File: src/rtl/dmem_bridge_if.sv
`default_nettype none
// ============================================================================
// Module   : dmem_bridge_if
// Purpose  : Request/response bus between the data-memory bridge and memory.
// Revision : 1.0 - initial release
// ============================================================================
interface dmem_bridge_if;
    logic        bus_req;
    logic        bus_wr;
    logic [1:0]  bus_size;
    logic [31:0] bus_addr;
    logic [31:0] bus_wdata;
    logic        bus_addr_ok;
    logic        bus_data_ok;
    logic [31:0] bus_rdata;

    modport master (
        output bus_req, bus_wr, bus_size, bus_addr, bus_wdata,
        input  bus_addr_ok, bus_data_ok, bus_rdata
    );

    modport slave (
        input  bus_req, bus_wr, bus_size, bus_addr, bus_wdata,
        output bus_addr_ok, bus_data_ok, bus_rdata
    );
endinterface
`default_nettype wire

File: src/rtl/dmem_bridge.sv
`default_nettype none
// ============================================================================
// Module   : dmem_bridge
// Purpose  : Turns a CPU memory-stage access into one split-phase bus request.
// Revision : 1.0 - initial release
// ============================================================================
module dmem_bridge (
    input  logic          clk,
    input  logic          rst,
    input  logic          mem_en,
    input  logic [3:0]    memwrite,
    input  logic [31:0]   addr,
    input  logic [31:0]   wdata,
    input  logic          pipe_stall,
    output logic [31:0]   rdata,
    output logic          stall,
    dmem_bridge_if.master bus
);
    localparam logic [1:0] c_IDLE = 2'd0;
    localparam logic [1:0] c_REQ  = 2'd1;
    localparam logic [1:0] c_WAIT = 2'd2;
    localparam logic [1:0] c_DONE = 2'd3;

    logic [1:0]  r_state;
    logic [1:0]  w_next;
    logic [31:0] r_addr;
    logic [31:0] r_wdata;
    logic [31:0] r_rdata;
    logic        r_wr;
    logic [1:0]  r_size;
    logic [1:0]  w_size;
    logic        w_data_done;

    // Half-word only for aligned lane pairs; odd patterns fall back to word.
    always_comb begin
        w_size = 2'd2;
        case (memwrite)
            4'b0011, 4'b1100:                   w_size = 2'd1;
            4'b0001, 4'b0010, 4'b0100, 4'b1000: w_size = 2'd0;
            default:                            w_size = 2'd2;
        endcase
    end

    assign w_data_done = ((r_state == c_REQ) && bus.bus_addr_ok && bus.bus_data_ok) ||
                         ((r_state == c_WAIT) && bus.bus_data_ok);

    always_comb begin
        w_next = r_state;
        case (r_state)
            c_IDLE:  if (mem_en) w_next = c_REQ;
            c_REQ:   if (bus.bus_addr_ok) w_next = bus.bus_data_ok ? c_DONE : c_WAIT;
            c_WAIT:  if (bus.bus_data_ok) w_next = c_DONE;
            c_DONE:  if (!pipe_stall) w_next = c_IDLE;
            default: w_next = c_IDLE;
        endcase
    end

    always_ff @(posedge clk or negedge rst) begin
        if (!rst) begin
            r_state <= c_IDLE;
            r_addr  <= 32'd0;
            r_wdata <= 32'd0;
            r_rdata <= 32'd0;
            r_wr    <= 1'b0;
            r_size  <= 2'd0;
        end else begin
            r_state <= w_next;
            if ((r_state == c_IDLE) && mem_en) begin
                r_addr  <= addr;
                r_wdata <= wdata;
                r_wr    <= |memwrite;
                r_size  <= w_size;
            end
            if (w_data_done && !r_wr) begin
                r_rdata <= bus.bus_rdata;
            end
        end
    end

    assign bus.bus_req   = (r_state == c_REQ);
    assign bus.bus_wr    = r_wr;
    assign bus.bus_size  = r_size;
    assign bus.bus_addr  = r_addr;
    assign bus.bus_wdata = r_wdata;
    assign rdata         = r_rdata;
    assign stall         = ((r_state == c_IDLE) && mem_en) ||
                           (r_state == c_REQ) || (r_state == c_WAIT);
endmodule
`default_nettype wire

File: src/flat_wrapper.sv
// flat-port wrapper written by rule: the top's interface ports become plain ports
module dmem_bridge_flat 
  (clk, rst, mem_en, memwrite, addr, wdata, pipe_stall, rdata, stall, bus_bus_req, bus_bus_wr, bus_bus_size, bus_bus_addr, bus_bus_wdata, bus_bus_addr_ok, bus_bus_data_ok, bus_bus_rdata);
  dmem_bridge_if bus_i ();
  input  logic clk;
  input  logic rst;
  input  logic mem_en;
  input  logic [3:0] memwrite;
  input  logic [31:0] addr;
  input  logic [31:0] wdata;
  input  logic pipe_stall;
  output logic [31:0] rdata;
  output logic stall;
  output wire logic [$bits(bus_i.bus_req)-1:0] bus_bus_req;
  output wire logic [$bits(bus_i.bus_wr)-1:0] bus_bus_wr;
  output wire logic [$bits(bus_i.bus_size)-1:0] bus_bus_size;
  output wire logic [$bits(bus_i.bus_addr)-1:0] bus_bus_addr;
  output wire logic [$bits(bus_i.bus_wdata)-1:0] bus_bus_wdata;
  input wire logic [$bits(bus_i.bus_addr_ok)-1:0] bus_bus_addr_ok;
  input wire logic [$bits(bus_i.bus_data_ok)-1:0] bus_bus_data_ok;
  input wire logic [$bits(bus_i.bus_rdata)-1:0] bus_bus_rdata;
  assign bus_bus_req = bus_i.bus_req;
  assign bus_bus_wr = bus_i.bus_wr;
  assign bus_bus_size = bus_i.bus_size;
  assign bus_bus_addr = bus_i.bus_addr;
  assign bus_bus_wdata = bus_i.bus_wdata;
  assign bus_i.bus_addr_ok = bus_bus_addr_ok;
  assign bus_i.bus_data_ok = bus_bus_data_ok;
  assign bus_i.bus_rdata = bus_bus_rdata;
  dmem_bridge u_core (.clk(clk), .rst(rst), .mem_en(mem_en), .memwrite(memwrite), .addr(addr), .wdata(wdata), .pipe_stall(pipe_stall), .rdata(rdata), .stall(stall), .bus(bus_i));
endmodule
File: config.mk
export PLATFORM = sky130hd
export DESIGN_NAME = dmem_bridge_flat
export DESIGN_NICKNAME = d
export VERILOG_FILES = /design/src/rtl/dmem_bridge_if.sv /design/src/rtl/dmem_bridge.sv /design/src/flat_wrapper.sv
export SDC_FILE = /design/constraint.sdc
export NUM_CORES = 1
export LEC_CHECK = 0
export CORE_ASPECT_RATIO = 1.2
export CORE_MARGIN = 1.5
export CORE_UTILIZATION = 39
export DETAILED_ROUTE_END_ITERATION = 6
export PLACE_DENSITY = 0.8
export REMOVE_ABC_BUFFERS = 1
export SETUP_SLACK_MARGIN = 0.2
export SLEW_MARGIN = 20
export SYNTH_ARGS = -nofsm -noshare
export SYNTH_HDL_FRONTEND = slang
export SYNTH_SLANG_ARGS = --single-unit
File: constraint.sdc
create_clock -name clk -period 1.8 [get_ports clk]
set_input_delay 0.18 -clock clk [delete_from_list [all_inputs] [get_ports clk]]
set_output_delay 0.18 -clock clk [all_outputs]
set_load 0.05 [all_outputs]
==> results.cfg <==
[worst_setup_path]
crit_family = buffers and inverters
slowest_stage = dfrtp_1
cp_slowest_stage_delay_ns = 0.40
crit_chain = inv_2 > ha_4 > a21oi_4 > nor3b_4 > buf_6 > buf_12 > mux2_2
path_max_fanout = 8
crit_required_ns = 2.01
start_kind = flop
crit_buf_inv = 3
critPathKind = reg2reg
endpoint_kind = flop
crit_arrival_ns = 1.96

[synth]
synthXorXnorAreaFrac = 0
synth_top_family_by_area = multiplexers
synth_compound_area_frac = 0.0154
synth_seq_area_share = 0.647
synth_area_sq_um = 3910
synth_area_leaders = dfrtp_1 (65%), mux2_2 (27%), ha_1 (1.6%)
synthAdderAreaFrac = 0.0160
dominantRegCellSynth = dfrtp_1
avgSynthCellArea_sq_um = 16.2
ys_warn_count = 0
ys_types = 21
synth_seq_cells = 101
netlist_top_cells_count = dfrtp_1 (101), mux2_2 (93), buf_2 (7)
async_flop_share = 1.00
synthMuxAreaShare = 0.279
synth_edf_count = 0
synth_most_common_cell = dfrtp_1
synth_area_leader_cell = dfrtp_1
synth.top_cell.area_share = 0.647
synthSimpleGateAreaFrac = 0.0221
synth_cells = 241

[grt]
overflow = 0
grt_max_degree = 44
grt_pass1_vias = 3086
grt_first_pass_wirelength_mm = 15.7
global_route.usage.total = 0.195
antenna_found_initial = 0

[sta]
whs_ns = 0.394
fin_crit_ns = 1.75
fmax_ghz = 0.572
rsz0062_at_grt = true
hold_viol = 0
maxSlewViolCount = 0
fin_skew_ns = 0.00449
post-route-period-util = 0.971
relSlewSlack = 0.639
worst_pin_slew_ns = 0.543
setup_violations = 0

[detailed_routing]
drc = 0
dr.pass1.iters = 4
drt-wirelength-per-cell_um = 18.1
wl_mm = 10.9
ant_nets = 0
drtIter0Drc = 55
vias_per_cell = 4.87
vias = 2920

[floorplan]
start_util = 0.407
die_h_um = 113
io_pins = 207
die_area_sq_um = 10600
coreArea_sq_um = 9610
rows = 39
fp.dieW_um = 94.4

[clocking]
numCtsBuffers = 9
clock_sinks = 101
htreeDepth = 3
clk_pin_slew_worst_paths_ns = 0.07
worstSkewPairLatency_ns = 0.34
clk_path_buf_depth = 2
clockRootBuffer = clkbuf_16
cts_tree = done

[worst_hold_path]
hold_class = in2async

[placement]
place_congestion = 0.755
dp_hpwl_mm = 7.06
numPortBuffers = 206
placed_cell_area_sq_um = 6200

[final_layout]
area_delta_synth_final_pct = 73.7
diodes = 0
stdcell_area_sq_um = 6790
nFillCells = 691
final_net_count = 584
drive_gt1_frac = 0.317
final_core_util = 0.706

[power_and_ir_drop]
leakagePower_nw = 3.12
ir_drop_mv = 1.17
finalPower_mw = 15.0
cellPowerDensity_nw_per_um2 = 2220

[status]
run_status = completed

[run]
cap_violations = 0
per-layer routing:
metal	vias up	track usage	wire (um)	part of all wire
met5	-	0	0	0
met2	142	0.339	5570	0.51
met1	1448	0.211	4090	0.38
met4	0	0.0896	244	0.022
li1	1309	-	-	-
met3	21	0.0644	965	0.089
logic make-up after synthesis:
logic type,Yosys count
multiplexers,97
adder cells (fa/ha/maj),5
AO/OA/AOI/OAI,9
AND/OR/NAND/NOR,16
buffers and inverters,13
flip-flops,101
through the flow:
stage | TNS, ns | setup slack [ns] | cells
6_report | 0 | 0.0513 | 600
5_1_grt | -0.103 | -0.0147 | 600
4_1_cts | 0 | 0.0665 | 594
3_5_place_dp | 0 | 0.0205 | 568
3_3_place_gp | 0 | 0.0980 | 568
2_1_floorplan | -85.52 | -1.30 | 231
report_power, final:
group | switching (mW) | leakage [nW] | internal [mW]
combinational | 5.83 | 1.77 | 3.26
clock | 0.804 | 0.147 | 1.14
sequential | 0.574 | 1.20 | 3.44
total | 7.21 | 3.12 | 7.84
layout make-up:
class,count,area (sq um),area share
clock buffer,11,253,0.0372
clock inverter,4,47.5,0.00700
inverter,3,11.3,0.00166
multi-input combinational,127,1500,0.221
sequential,101,2530,0.372
tap,123,154,0.0227
timing repair buffer,231,2300,0.339
registers in the layout, summed over array words and instances, names as in the netlist:
signal,count
u_core.bus.bus_addr,32
u_core.bus.bus_size,2
u_core.rdata,32
u_core.r_state,2
u_core.bus.bus_wr,1
u_core.bus.bus_wdata,32
cells in the final DEF, fill, tap and decap left out, types with 2 or more instances in the layout:
cell             Yosys  final
inv_2                0      3
o21ai_0              3      3
dfrtp_1            101    101
clkbuf_16            0     11
nor2_1               5      5
buf_6                3      4
buf_16               0      2
ha_4                 0      3
nand2_1              6      4
buf_4                0     12
dlygate4sd2_1        0     99
ha_1                 5      2
clkbuf_8             0      2
mux2_2              93     69
clkdlybuf4s50_1      0    104
mux2_4               0     28
clkinv_2             0      2
buf_12               0      7
timing repair:
action,CTS,global route
hold buffers,1,0
setup endpoints to repair,161,36
pin swaps,2,6
setup buffers,8,4
cloned,2,2
hold endpoints to repair,28,0
gates resized for setup,116,34
path summary, 6_finish.rpt:
check,slack [ns],endpoint,startpoint,cells past startpoint
min reg2reg,0.50,u_core.bus.bus_size[0],u_core.bus.bus_size[0],2
max in group asynchronous,0.72,u_core.bus.bus_addr[31],rst,3
max reg2reg,0.05,u_core.rdata[1],u_core.r_state[1],7
min in group clk,0.45,u_core.bus.bus_addr[12],addr[12],2
min,0.39,u_core.bus.bus_wdata[30],rst,2
max,0.05,u_core.rdata[1],u_core.r_state[1],7
No activity file was read; power rests on OpenSTA's default activity.
